--- src/rtl/difftest_io_pkg.sv ---
// Shared constants for the difftest I/O bridge: parameter defaults, counter width
// and the console "no character" sentinel.
package difftest_io_pkg;

  localparam int DEFAULT_STEPWIDTH    = 8;
  localparam int DEFAULT_FIFO_DEPTH   = 8;
  localparam int DEFAULT_BATCH        = 32;
  localparam int DEFAULT_IDLE_TIMEOUT = 16;
  localparam int CYCLE_WIDTH          = 64;

  localparam logic [7:0] UART_NO_CHAR = 8'hff;

  // The testbench console reports "nothing typed" with the sentinel byte.
  function automatic logic is_real_char(input logic [7:0] ch);
    return ch != UART_NO_CHAR;
  endfunction

endpackage

--- src/rtl/difftest_byte_fifo.sv ---
// Byte-wide synchronous FIFO used to buffer core UART output toward the console.
// Pointers carry one extra wrap bit so full and empty are distinguishable.
module difftest_byte_fifo #(
  parameter int DEPTH = 8
) (
  input  logic       clock,
  input  logic       reset,
  input  logic       push,
  input  logic [7:0] push_data,
  input  logic       pop,
  output logic [7:0] pop_data,
  output logic       full,
  output logic       empty
);

  localparam int AW = $clog2(DEPTH);

  logic [7:0]  mem [DEPTH];
  logic [AW:0] wr_ptr;
  logic [AW:0] rd_ptr;
  logic        do_push;
  logic        do_pop;

  assign empty    = (wr_ptr == rd_ptr);
  assign full     = (wr_ptr[AW] != rd_ptr[AW]) && (wr_ptr[AW-1:0] == rd_ptr[AW-1:0]);
  assign do_push  = push && !full;
  assign do_pop   = pop && !empty;
  assign pop_data = mem[rd_ptr[AW-1:0]];

  always_ff @(posedge clock) begin
    if (!reset) begin
      wr_ptr <= '0;
      rd_ptr <= '0;
    end else begin
      if (do_push) wr_ptr <= wr_ptr + (AW + 1)'(1);
      if (do_pop)  rd_ptr <= rd_ptr + (AW + 1)'(1);
    end
  end

  // Storage needs no reset; only the pointers define what is valid.
  always_ff @(posedge clock) begin
    if (do_push) mem[wr_ptr[AW-1:0]] <= push_data;
  end

endmodule

--- src/rtl/difftest_io_bridge.sv ---
// Glue between the simulated core and the difftest harness: batches commit counts
// into step pulses, buffers UART TX, holds one RX byte and gates logging by cycle.
module difftest_io_bridge
  import difftest_io_pkg::*;
#(
  parameter int STEPWIDTH    = DEFAULT_STEPWIDTH,
  parameter int FIFO_DEPTH   = DEFAULT_FIFO_DEPTH,
  parameter int BATCH        = DEFAULT_BATCH,
  parameter int IDLE_TIMEOUT = DEFAULT_IDLE_TIMEOUT
) (
  input  logic                   clock,
  input  logic                   reset,
  input  logic [STEPWIDTH-1:0]   commit_cnt,
  output logic [STEPWIDTH-1:0]   step,
  input  logic                   tx_valid,
  input  logic [7:0]             tx_data,
  output logic                   tx_ready,
  output logic                   uart_out_valid,
  output logic [7:0]             uart_out_ch,
  input  logic                   uart_in_valid,
  input  logic [7:0]             uart_in_ch,
  output logic                   rx_valid,
  output logic [7:0]             rx_data,
  input  logic                   rx_ready,
  input  logic [CYCLE_WIDTH-1:0] log_begin,
  input  logic [CYCLE_WIDTH-1:0] log_end,
  output logic                   log_en
);

  localparam int AW = STEPWIDTH + 1;
  localparam int IW = $clog2(IDLE_TIMEOUT + 1);
  localparam logic [AW-1:0] BATCH_THRESHOLD = AW'(BATCH);
  localparam logic [IW-1:0] IDLE_LAST       = IW'(IDLE_TIMEOUT - 1);

  logic [AW-1:0]          acc;
  logic [AW-1:0]          sum;
  logic [IW-1:0]          idle_cnt;
  logic                   commit_zero;
  logic                   flush;

  logic                   fifo_push;
  logic                   fifo_pop;
  logic [7:0]             fifo_head;
  logic                   fifo_full;
  logic                   fifo_empty;

  logic                   rx_capture;
  logic [CYCLE_WIDTH-1:0] cycle_cnt;

  // acc stays below BATCH between flushes, so sum < 2*BATCH always fits in step.
  always_comb begin
    sum         = acc + {1'b0, commit_cnt};
    commit_zero = (commit_cnt == '0);
    flush       = (sum >= BATCH_THRESHOLD) ||
                  ((sum != '0) && commit_zero && (idle_cnt == IDLE_LAST));
  end

  always_ff @(posedge clock) begin
    if (!reset) begin
      acc      <= '0;
      idle_cnt <= '0;
      step     <= '0;
    end else if (flush) begin
      step     <= sum[STEPWIDTH-1:0];
      acc      <= '0;
      idle_cnt <= '0;
    end else begin
      step <= '0;
      acc  <= sum;
      if (!commit_zero) begin
        idle_cnt <= '0;
      end else if (acc != '0) begin
        idle_cnt <= idle_cnt + IW'(1);
      end
    end
  end

  assign tx_ready  = reset && !fifo_full;
  assign fifo_push = tx_valid && tx_ready;
  assign fifo_pop  = !fifo_empty;

  difftest_byte_fifo #(
    .DEPTH(FIFO_DEPTH)
  ) u_tx_fifo (
    .clock    (clock),
    .reset    (reset),
    .push     (fifo_push),
    .push_data(tx_data),
    .pop      (fifo_pop),
    .pop_data (fifo_head),
    .full     (fifo_full),
    .empty    (fifo_empty)
  );

  always_ff @(posedge clock) begin
    if (!reset) begin
      uart_out_valid <= 1'b0;
      uart_out_ch    <= '0;
    end else begin
      uart_out_valid <= !fifo_empty;
      if (!fifo_empty) uart_out_ch <= fifo_head;
    end
  end

  // A byte arriving while the held one is still unconsumed is dropped on purpose.
  assign rx_capture = uart_in_valid && is_real_char(uart_in_ch) && (!rx_valid || rx_ready);

  always_ff @(posedge clock) begin
    if (!reset) begin
      rx_valid <= 1'b0;
      rx_data  <= '0;
    end else if (rx_capture) begin
      rx_valid <= 1'b1;
      rx_data  <= uart_in_ch;
    end else if (rx_valid && rx_ready) begin
      rx_valid <= 1'b0;
    end
  end

  always_ff @(posedge clock) begin
    if (!reset) begin
      cycle_cnt <= '0;
      log_en    <= 1'b0;
    end else begin
      cycle_cnt <= cycle_cnt + CYCLE_WIDTH'(1);
      log_en    <= (cycle_cnt >= log_begin) && (cycle_cnt < log_end);
    end
  end

endmodule

--- config.mk ---
export PLATFORM = sky130hd
export DESIGN_NAME = difftest_io_bridge
export DESIGN_NICKNAME = d
export VERILOG_FILES = /design/src/rtl/difftest_io_pkg.sv /design/src/rtl/difftest_byte_fifo.sv /design/src/rtl/difftest_io_bridge.sv
export SDC_FILE = /design/constraint.sdc
export NUM_CORES = 1
export LEC_CHECK = 0
export CORE_ASPECT_RATIO = 1.25
export CORE_MARGIN = 2
export CORE_UTILIZATION = 30
export DETAILED_ROUTE_END_ITERATION = 10
export PLACE_DENSITY_LB_ADDON = 0.1
export SLEW_MARGIN = 5
export SYNTH_ARGS = -nofsm -noshare
export SYNTH_HDL_FRONTEND = slang
export SYNTH_SLANG_ARGS = --single-unit
--- constraint.sdc ---
create_clock -name clock -period 6.77 [get_ports clock]
set_input_delay 1.0155 -clock clock [delete_from_list [all_inputs] [get_ports clock]]
set_output_delay 1.0155 -clock clock [all_outputs]
set_load 0.005 [all_outputs]
Word-level counts from Yosys, hierarchy flattened
Memory sizes are Yosys's and may differ from the RTL's. A register that Yosys moved wholly into a read port is not among the register bits.
Cells that the tools add are included.
{ "word_totals": {"mem_bits_rw": 64, "memories": 1, "ff_bits": 105, "word_cells": 54, "input_bits": 157} }
{ "op_classes": {"n_reduce_logical": 24, "mux": 4, "bitwise_logic": 2, "n_lt_le_gt_ge": 3, "eq_ne": 5, "n_addsub": 5} }
{ "mem_list": {"columns": ["memory", "words", "word_bits", "read_ports", "rd_clocked_by_memory_dff", "write_ports", "line_no", "source"], "rows": [
  ["u_tx_fifo.mem", 8, 8, 1, 1, 1, "difftest_byte_fifo.sv:18", "logic [7:0] mem [DEPTH];"]
]} }
{ "op_table": {"columns": ["cell", "n"], "rows": [
  ["adder 64 x 1 -> 64 bit (second input constant)", 1],
  [">= comparator 64 bit", 1],
  ["less-than comparator 64 bit", 1],
  ["nonzero test 9 bit", 2],
  ["logical AND 1 bit", 10],
  ["adder 9 x 8 -> 9 bit", 1],
  [">= comparator 9 x 6 -> 1 bit (second input constant)", 1],
  ["adder 4 x 1 -> 4 bit (second input constant)", 2],
  ["zero test 8 bit", 1],
  ["inequality test 8 bit (second input constant)", 1],
  ["adder 5 x 1 -> 5 bit (second input constant)", 1],
  ["equality test 5 x 4 -> 1 bit (second input constant)", 1],
  ["zero test 1 bit", 5],
  ["equality test 4 bit", 1],
  ["two-way mux 1 bit", 4],
  ["equality test 3 bit", 1],
  ["OR reduction 3 bit", 1],
  ["logical OR 1 bit", 2],
  ["inverter 1 bit", 2],
  ["AND reduction 2 bit", 1],
  ["nonzero test 2 bit", 1],
  ["OR reduction 2 bit", 1],
  ["inequality test 1 bit", 1]
]} }

Logic depth before layout (Yosys ltp)
Gate-level depths: netlist of run 1.
{ "depth": {"ltp_word": 8, "depth_mapped": 10, "mapped_depth_nobuf": 10} }

Cells and area by module
Synthesis of run 1 repeated with hierarchy kept, for this count alone.
{ "hier_totals": {"hier_cells": 1138, "hier_area_um2": 11272.1} }
{ "by_module_without_submodules": {"columns": ["mod", "area_per_inst_um2", "seq_area_each_um2", "cells_each", "n_inst"], "rows": [
  ["difftest_io_bridge", 8020.2, 2102.0, 962, 1],
  ["difftest_byte_fifo", 3251.9, 2142.1, 176, 1]
]} }

Least setup slack after synthesis of run 1
No wires, ideal clock.
{ "synth_path": {"kind": "input -> register", "from": "in commit_cnt[0]", "to": "reg idle_cnt[4]", "setup_slack_ps": 3512, "t_required_ps": 6670, "setup_time_ps": 100, "arrival_time_ps": 3158, "path_buffers": 0, "path_stages": 10, "cell_sequence": "ha_1 > inv_1 > fa_1 > nor2b_1 > o21a_1 > o211a_1 > or4_4 > a221oi_4 > o2111ai_4 > a2111oi_4"} }
{ "synth_via": {"elab_chain_cells": 6, "word_cells_on_any_way": 9} }
{ "synth_rtl": {"columns": ["element", "line_no", "source"], "rows": [
  ["from (decl)", "difftest_io_bridge.sv:13", "input logic [STEPWIDTH-1:0] commit_cnt,"],
  ["parallel branches: the longest is 5 deep, another holds adder 9 x 8 -> 9 bit", null, null],
  ["OR reduction 3 bit (no line) *", null, null],
  ["to (signal assigned)", "difftest_io_bridge.sv:73", "idle_cnt <= idle_cnt + IW'(1);"],
  ["to (decl)", "difftest_io_bridge.sv:37", "logic [IW-1:0] idle_cnt;"]
]} }
Mark *: on every way between the ends.
A chain may end at the register's enable or synchronous reset.

Worst setup path after layout of run 1
{ "layout_path": {"from": "in reset", "to": "out tx_ready"} }
{ "layout_via": {"elab_chain_cells": 1} }
{ "layout_rtl": {"columns": ["element", "line_no", "source"], "rows": [
  ["from (decl)", "difftest_io_bridge.sv:12", "input logic reset,"],
  ["logical AND 1 bit", "difftest_io_bridge.sv:78", "assign tx_ready = reset && !fifo_full;"],
  ["to (decl)", "difftest_io_bridge.sv:17", "output logic tx_ready,"]
]} }
Every way passes these cells.

==> run_results.csv, run 1 <==
group,metric,value,unit
status,status,"finished clean",
routing,wl_met1,12.5,mm
synth,synth_most_common_cell,"inv_1",
synth,syn_area,0.0106,sq mm
synth,ys.warnings.count,0,
clocking,cts_root_buf,"clkbuf_16",
global_route,gr-total-overflow,0,
clocking,cts_buffers,17,
layout,register_area,0.00418,sq mm
placement,gp_congestion,0.799,
layout,drive_gt1_share,5.55,%
synth,yosysTopAreaCell,"dfxtp_1",
synth,synth_top_family_by_area,"simple AND/OR/NAND/NOR gates",
hold_path,min_path_type,"flip-flop to flip-flop",
clocking,post_cts_buffers,0,
synth,ys_async_sr_fraction,0,%
timing,fin_crit_sh,52.3,%
routing,drtAntennaViolNets,0,
timing,finClkSkew,0.0203,ns
worst_setup_path,crit_arrival,2.52,ns
global_route,grt_pass1_vias,8423,
synth,synth_adder_area_share,16.8,%
routing,totalWireLength,27.6,mm
synth,yosysSeqAreaShare,39.6,%
synth,synth_compound_area_share,9.65,%
synth,synth_area_leaders,"dfxtp_1 (21%), edfxtp_1 (18%), ha_1 (17%), inv_1 (5.2%), nor2_1 (4.0%)",
placement,hpwl,21.1,mm
clocking,insertion_delay,0.43,ns
power,peakVddDrop,0.000156,V
synth,synth_common_cells,"inv_1 (145), ha_1 (140), dfxtp_1 (113), nor2_1 (113), nand2_1 (69)",
worst_setup_path,rrSetupSlack,3.92,ns
synth,synth.ff_latch_count,177,
routing,num_vias,8121,
clocking,cts_tree,"yes",
floorplan,rows,76,
routing,route.detailed.drc,0,
timing,finalHoldViolCount,0,
floorplan,die_w,172,um
worst_setup_path,reg2reg_depth,6,
synth,synth_cell_types,60,
worst_setup_path,crit_required,5.75,ns
synth,yosys.area_share.simple,16.8,%
worst_setup_path,critPathLaunch,"reset",
global_route,grt_pass1_wl,43.6,mm
synth,synthXorXnorAreaFrac,5.48,%
timing,final-setup-viol-count,0,
routing,drt_iter0_drc,272,
layout,multi_input_area,0.00574,sq mm
timing,final_max_slew_viol_count,0,
routing,wl_met3,854,um
power,seq_power_share,42.4,%
layout,syn_to_final_growth,28.6,%
timing,fin_setup_tns,0,ns
floorplan,die-area,0.0367,sq mm
layout,final_nets,1583,
timing,fin_crit,3.54,ns
power,netSwitchingPower,734,uW
synth,muxShareOfSynthArea,5.50,%
worst_setup_path,crit_type,"input port to primary output",
clocking,clock-sinks,177,
flow_run,maxCapViolations,0,
routing,top_layer,"met4",
routing,viasPerCell,4.60,
synth,synth_ff_type,"dfxtp_1",
global_route,grt_max_degree,44,
floorplan,initial_core_util,30.5,%
clocking,cts.clk_slew.worst_paths,0.07,ns
worst_setup_path,path_max_fanout,25,
placement,postPlaceCellArea,0.0130,sq mm
timing,timing.slew.headroom,36.7,%
timing,worstMarginPinSlew,0.946,ns
synth,synth.avg_cell_area,9.64,sq um
layout,fillers,3484,
global_route,antenna_found_initial,0,
clocking,ctsResizeCount,0,
floorplan,pin_count,185,
timing,rsz0062_at_grt,"false",
floorplan,die_h,214,um
layout,stdcell_area,0.0136,sq mm
power,p_leak,5.92,nW
clocking,cts_buffer_depth,2,
routing,route.met2.wl,14.0,mm
power,swShare,26.6,%
power,pwr_density_cell,203,mW/mm^2
global_route,grt_usage,15.4,%
synth,synth_edf_count,64,
worst_setup_path,worstReg2RegStart,"u_tx_fifo.rd_ptr[2]",
synth,syn_inst,1095,
power,combPwrFrac,19.4,%
routing,wl_per_cell,15.6,um
clocking,hold_buffers,0,
worst_setup_path,crit_path_start_kind,"input port",
clocking,htreeDepth,4,
floorplan,design.core.area,0.0346,sq mm
routing,drtPass1Iterations,4,
worst_setup_path,worstReg2RegEnd,"u_tx_fifo.mem[1][5]",
power,power.internal,2.03,mW
timing,fmax,0.283,GHz
worst_setup_path,endpoint,"tx_ready",
placement,numPortBuffers,184,
layout,num_antenna_cells,0,
synth,yosys.area.top_type_share,21.4,%
worst_setup_path,cp-end-kind,"primary output",
power,pwr-share-clk,38.2,%
==> how the worst min path moves through the flow <==
stage,start,endpoint,depth (start not counted)
5_1_grt,rx_valid,rx_valid,2
4_1_cts,rx_valid,rx_valid,2
6_report,rx_data[6],rx_data[6],2
2_1_floorplan,cycle_cnt[0],cycle_cnt[0],1
3_3_place_gp,rx_data[7],rx_data[7],2
3_5_place_dp,rx_data[0],rx_data[0],2
==> per-stage QoR <==
stage               setup slack (ns)  total power [mW]  hold WS [ns]  utilization (%)  instances
detailed placement              2.88              1.74         0.485             37.4       1734
floorplan                       3.51              1.49         0.456                -       1098
finish                          3.23              2.76         0.496             39.2       1766
global route                    3.15              2.90         0.525             39.2       1766
CTS                             3.20              2.80         0.503             39.2       1766
global placement                2.92              1.74         0.479             37.4       1734
==> logic make-up (layout without fill, tap and decap cells) <==
| kind of cell | after synthesis | in the layout |
|---|---|---|
| AOI/OAI and AO/OA | 154 | 154 |
| xor gates and xnor gates | 66 | 66 |
| adders and majority gates | 141 | 141 |
| buffers and inverters | 169 | 369 |
| DFF | 177 | 177 |
| muxes | 38 | 38 |
| other | 1 | 4 |
| and+or+nand+nor | 349 | 349 |
==> power groups by stage <==
stage,logic [mW],registers (mW),clock network (mW)
2_1_floorplan,0.303,1.19,0
3_3_place_gp,0.542,1.19,0
3_5_place_dp,0.545,1.19,0
4_1_cts,0.548,1.17,1.09
5_1_grt,0.599,1.17,1.13
6_report,0.535,1.17,1.06
==> flip-flops by register name, summed over array words and instances (netlist names) <==
name / cells
acc: 9
cycle_cnt: 64
idle_cnt: 5
log_en: 1
rx_data: 8
rx_valid: 1
step: 8
u_tx_fifo.mem: 64
u_tx_fifo.rd_ptr: 4
u_tx_fifo.wr_ptr: 4
uart_out_ch: 8
uart_out_valid: 1
==> cell type report <==
cell class	instances	share of cell area, %
Multi-Input combinational cell	752	42.3
Sequential cell	177	30.8
Tap cell	468	4.31
Clock buffer	19	3.19
Inverter	145	4.01
Timing Repair Buffer	192	14.0
Clock inverter	13	1.40
==> worst max-delay path: stages <==
cell and delay (ns):
clkdlybuf4s50_1 0.46, buf_4 0.32, inv_2 0.06, nor2_1 0.13, clkdlybuf4s50_1 0.52
==> cell usage in the layout, fill, tap and decap left out, types with 8 or more instances in the layout <==
master / n
nor4_1: 12
mux2i_1: 22
inv_1: 144
nand3_1: 22
ha_1: 140
a21oi_1: 51
a21o_1: 23
nor2_1: 113
nand2_1: 69
dfxtp_1: 113
nor3_1: 18
mux4_2: 16
xnor2_1: 25
and2_1: 9
a211oi_1: 13
xor2_1: 41
clkbuf_16: 17
clkdlybuf4s50_1: 184
nand2b_1: 12
nand4_1: 40
o21ai_0: 34
edfxtp_1: 64
buf_4: 8
and3_1: 13
and4_1: 11
==> per-layer routing <==
layer  global-route usage, %  up-vias
li1                        -     4233
met1                    19.0     3748
met2                    28.6      126
met3                    2.21       14
met4                    2.96        0
met5                       0        -
Power figures use the tool's default switching activity.
==> inputs of run 2 (changes only) <==
clock period = 3 ns   (was 6.77 ns; I/O delays follow)
==> run_results.csv, run 2 (synthesis gave the netlist of run 1 again) <==
group,metric,value,unit
status,status,"finished clean",
layout,instances_no_fill,1796,
layout,final_common_cell,"clkdlybuf4s50_1",
global_route,grt_pass1_vias,8256,
clocking,ctsResizeCount,0,
power,peakVddDrop,0.000237,V
global_route,grt_max_degree,53,
placement,hpwl,21.4,mm
clocking,cts_root_buf,"clkbuf_16",
timing,fmax,0.351,GHz
timing,worst_hold_slack,0.500,ns
clocking,insertion_delay,0.43,ns
timing,worstMarginPinSlew,0.719,ns
floorplan,rows,76,
timing,fin_crit,2.85,ns
placement,dp.cells,1763,
clocking,cts_buffer_depth,2,
worst_setup_path,crit_arrival,3.18,ns
timing,final_max_slew_viol_count,0,
flow_run,maxCapViolations,0,
placement,postPlaceCellArea,0.0132,sq mm
routing,viasPerCell,4.63,
timing,finalHoldViolCount,0,
clocking,cts_buffers,17,
layout,final_nets,1612,
layout,stdcell_area,0.0137,sq mm
layout,layout_common_cells,"clkdlybuf4s50_1 (184), inv_1 (144), ha_1 (140), nor2_1 (113), dfxtp_1 (113)",
clocking,cts_tree,"yes",
routing,drt_iter0_drc,334,
floorplan,pin_count,185,
routing,totalWireLength,27.7,mm
timing,fin_crit_sh,94.9,%
clocking,hold_buffers,0,
hold_path,hold_depth,2,
global_route,use_met1,19.2,%
layout,syn_to_final_growth,30.2,%
global_route,antenna_found_initial,0,
timing,finClkSkew,0.00925,ns
worst_setup_path,path_max_fanout,7,
floorplan,die-area,0.0367,sq mm
worst_setup_path,crit_required,3.33,ns
timing,fin_setup_tns,0,ns
layout,drive_gt1_share,7.61,%
floorplan,initial_core_util,30.5,%
global_route,grt_pass1_wl,43.6,mm
power,pwr_density_cell,438,mW/mm^2
global_route,grt_usage,15.4,%
hold_path,min_path_type,"flip-flop to flip-flop",
clocking,clock-sinks,177,
global_route,grt_busiest_layer,"met2",
worst_setup_path,reg2reg_depth,9,
floorplan,design.core.area,0.0346,sq mm
worst_setup_path,crit_type,"input port to flip-flop",
timing,final-setup-viol-count,0,
placement,numPortBuffers,184,
clocking,post_cts_buffers,0,
routing,drtPass1Iterations,4,
routing,drtAntennaViolNets,0,
floorplan,die_w,172,um
placement,gp_congestion,0.775,
clocking,cts.clk_slew.worst_paths,0.07,ns
timing,timing.slew.headroom,51.9,%
layout,final_core_util,39.7,%
worst_setup_path,cp-end-kind,"flip-flop",
routing,route.detailed.drc,0,
clocking,htreeDepth,4,
worst_setup_path,crit_path_start_kind,"input port",
routing,wl_per_cell,15.4,um
power,p_leak,6.06,nW
routing,num_vias,8316,
global_route,grt_use_met2,27.6,%
floorplan,die_h,214,um
timing,rsz0062_at_grt,"false",
global_route,gr-total-overflow,0,
layout,fillers,3524,
global_route,met3_usage,2.49,%
run 2: worst max-delay path: stages:
cell,delay (ns)
clkdlybuf4s50_1,0.44
ha_1,0.23
inv_1,0.07
fa_1,0.18
nor2b_1,0.05
o21a_1,0.18
o211a_1,0.23
or4_4,0.50
a221oi_4,0.37
o2111ai_4,0.24
a2111oi_4,0.23
run 2: through the flow:
step | total power [mW] | worst slack, ns
CTS | 6.13 | 0.148
global route | 6.35 | 0.0180
finish | 6.02 | 0.152
floorplan | 3.37 | 0.308
detailed placement | 3.93 | -0.300
global placement | 3.93 | -0.244
run 2: area by class of cell:
type	count	area [sq um]	share of cell area, %
Tap cell	468	586	4.26
Clock buffer	18	429	3.12
Antenna cell	1	2.50	0.0182
Clock inverter	14	139	1.01
Multi-Input combinational cell	752	5740	41.8
Timing Repair Buffer	221	2120	15.4
Inverter	145	544	3.96
Sequential cell	177	4180	30.4
run 2: power by group:
group / leakage (nW) / internal (mW) / total (mW) / switching, mW
Sequential: 1.50 / 2.58 / 2.64 / 0.0563
Clock: 0.279 / 1.11 / 2.17 / 1.06
Combinational: 4.28 / 0.660 / 1.21 / 0.546
Total: 6.06 / 4.35 / 6.02 / 1.66
run 2: per-layer routing:
| metal | share of wire, % | routed length, um |
|---|---|---|
| met1 | 45 | 12500 |
| met2 | 50 | 13800 |
| met3 | 3.9 | 1080 |
| met4 | 1.2 | 329 |
| met5 | 0 | 0 |
run 2: path summary, 6_finish.rpt:
check / start / slack (ns) / end
setup / recovery: commit_cnt[0] / 0.15 / idle_cnt[4]
hold / removal: rx_data[3] / 0.50 / rx_data[3]
setup reg to reg: cycle_cnt[0] / 0.29 / log_en
hold reg to reg: rx_data[3] / 0.50 / rx_data[3]
==> inputs of run 3 (changes only) <==
CORE_MARGIN = unset   (was 2)
==> run_results.csv, run 3 (synthesis gave the netlist of run 1 again) <==
group,metric,value,unit
power,swShare,27.9,%
layout,final_core_util,39.9,%
clocking,cts_buffers,17,
floorplan,die_w,170,um
layout,fillers,3474,
power,power.internal,4.46,mW
worst_setup_path,crit_type,"input port to flip-flop",
floorplan,pin_count,185,
routing,drtAntennaViolNets,0,
timing,finClkSkew,0.00973,ns
routing,drt_iter0_drc,277,
clocking,cts_root_buf,"clkbuf_16",
floorplan,design.core.area,0.0345,sq mm
timing,finalHoldViolCount,0,
power,pwr-share-clk,37.4,%
timing,rsz0062_at_grt,"false",
clocking,cts_tree,"yes",
global_route,met3_usage,2.69,%
clocking,hold_buffers,0,
timing,timing.slew.headroom,58.0,%
power,seq_power_share,42.6,%
power,total_power,6.19,mW
clocking,cts_buffer_depth,2,
placement,gp_congestion,0.820,
timing,final_max_slew_viol_count,0,
clocking,cts.clk_slew.worst_paths,0.08,ns
global_route,grt_use_met2,28.3,%
worst_setup_path,endpoint,"idle_cnt[4]",
layout,layout_common_cells,"clkdlybuf4s50_1 (184), inv_1 (144), ha_1 (140), nor2_1 (113), dfxtp_1 (113)",
layout,multi_input_area,0.00574,sq mm
worst_setup_path,crit_path_start_kind,"input port",
routing,num_vias,8234,
timing,fmax,0.355,GHz
layout,final_common_cell,"clkdlybuf4s50_1",
worst_setup_path,rrSetupSlack,0.32,ns
global_route,grt_pass1_vias,8257,
placement,numPortBuffers,184,
routing,route.detailed.drc,0,
timing,worstMarginPinSlew,0.624,ns
global_route,grt_max_degree,53,
routing,totalWireLength,27.4,mm
floorplan,die_h,212,um
status,status,"finished clean",
global_route,grt_busiest_layer,"met2",
power,combPwrFrac,19.9,%
layout,syn_to_final_growth,30.6,%
routing,wl_per_cell,15.3,um
timing,fin_crit_sh,93.8,%
floorplan,rows,76,
hold_path,min_path_type,"flip-flop to flip-flop",
layout,drive_gt1_share,7.62,%
clocking,insertion_delay,0.43,ns
worst_setup_path,cp-end-kind,"flip-flop",
power,peakVddDrop,0.000461,V
clocking,clock-sinks,177,
timing,fin_setup_tns,0,ns
flow_run,maxCapViolations,0,
global_route,use_met1,19.3,%
power,pwr_density_cell,449,mW/mm^2
power,netSwitchingPower,1.73,mW
timing,final-setup-viol-count,0,
power,p_leak,6.07,nW
global_route,antenna_found_initial,1,
global_route,gr-total-overflow,0,
worst_setup_path,path_max_fanout,7,
timing,fin_crit,2.81,ns
worst_setup_path,worstReg2RegEnd,"idle_cnt[4]",
clocking,post_cts_buffers,0,
global_route,grt_usage,15.7,%
global_route,grt_pass1_wl,43.7,mm
worst_setup_path,crit_arrival,3.15,ns
layout,final_nets,1610,
floorplan,die-area,0.0359,sq mm
worst_setup_path,critPathLaunch,"commit_cnt[0]",
layout,num_antenna_cells,0,
clocking,ctsResizeCount,0,
clocking,htreeDepth,4,
routing,viasPerCell,4.59,
layout,register_area,0.00418,sq mm
floorplan,initial_core_util,30.6,%
worst_setup_path,reg2reg_depth,10,
worst_setup_path,crit_required,3.34,ns
placement,hpwl,21.4,mm
worst_setup_path,worstReg2RegStart,"acc[0]",
routing,drtPass1Iterations,4,
run 3: cell count changes in the layout (fill, tap and decap cells not counted):
cell / change
bufinv_16: +1
clkinvlp_2: -1
clkinv_8: +5
clkinv_1: -1
inv_6: -1
clkinv_4: +1
clkinv_2: +1
clkbuf_1: -1
buf_4: -2
inv_8: -4
diode_2: -1
run 3: routing by layer:
| layer | wire (um) | part of all wire (%) |
|---|---|---|
| met4 | 336 | 1.2 |
| met3 | 1030 | 3.7 |
| met1 | 12400 | 45 |
| met2 | 13700 | 50 |
| met5 | 13 | 0.047 |
run 3: per-stage QoR:
stage | hold slack [ns] | worst slack (ns) | area (sq um) | cells
final | 0.504 | 0.185 | 13800 | 1793
after global routing | 0.537 | 0.0769 | 13800 | 1793
after CTS | 0.509 | 0.196 | 13800 | 1793
after detailed placement | 0.491 | -0.262 | 13200 | 1761
after global placement | 0.480 | -0.256 | 13200 | 1761
after floorplan | 0.456 | 0.308 | 10600 | 1098
run 3: final cells by class:
cell class | count | share of cell area (%)
Timing Repair Buffer | 219 | 15.3
Sequential cell | 177 | 30.3
Inverter | 145 | 3.95
Clock buffer | 17 | 3.09
Tap cell | 468 | 4.25
Clock inverter | 15 | 1.46
Multi-Input combinational cell | 752 | 41.6
run 3: worst max-delay path: stages:
cell	delay, ns
clkdlybuf4s50_1	0.43
ha_1	0.22
inv_1	0.07
fa_1	0.18
nor2b_1	0.05
o21a_1	0.19
o211a_1	0.22
or4_4	0.50
a221oi_4	0.37
o2111ai_4	0.24
a2111oi_4	0.22
run 3: worst min-delay path by stage:
stage / startpoint / slack [ns] / end / depth (start not counted)
2_1_floorplan: cycle_cnt[0] / 0.46 / cycle_cnt[0] / 1
3_3_place_gp: rx_data[5] / 0.48 / rx_data[5] / 2
3_5_place_dp: rx_data[5] / 0.49 / rx_data[5] / 2
4_1_cts: u_tx_fifo.wr_ptr[3] / 0.51 / u_tx_fifo.wr_ptr[3] / 2
5_1_grt: rx_data[5] / 0.54 / rx_data[5] / 2
6_report: uart_out_ch[0] / 0.50 / uart_out_ch[0] / 2
run 3: power groups by stage:
stage                     Clock (mW)  Combinational [mW]  Sequential [mW]
after floorplan                    0               0.683             2.69
after global placement             0                1.25             2.70
after detailed placement           0                1.26             2.70
after CTS                       2.40                1.26             2.64
after global routing            2.50                1.38             2.65
final                           2.32                1.23             2.64
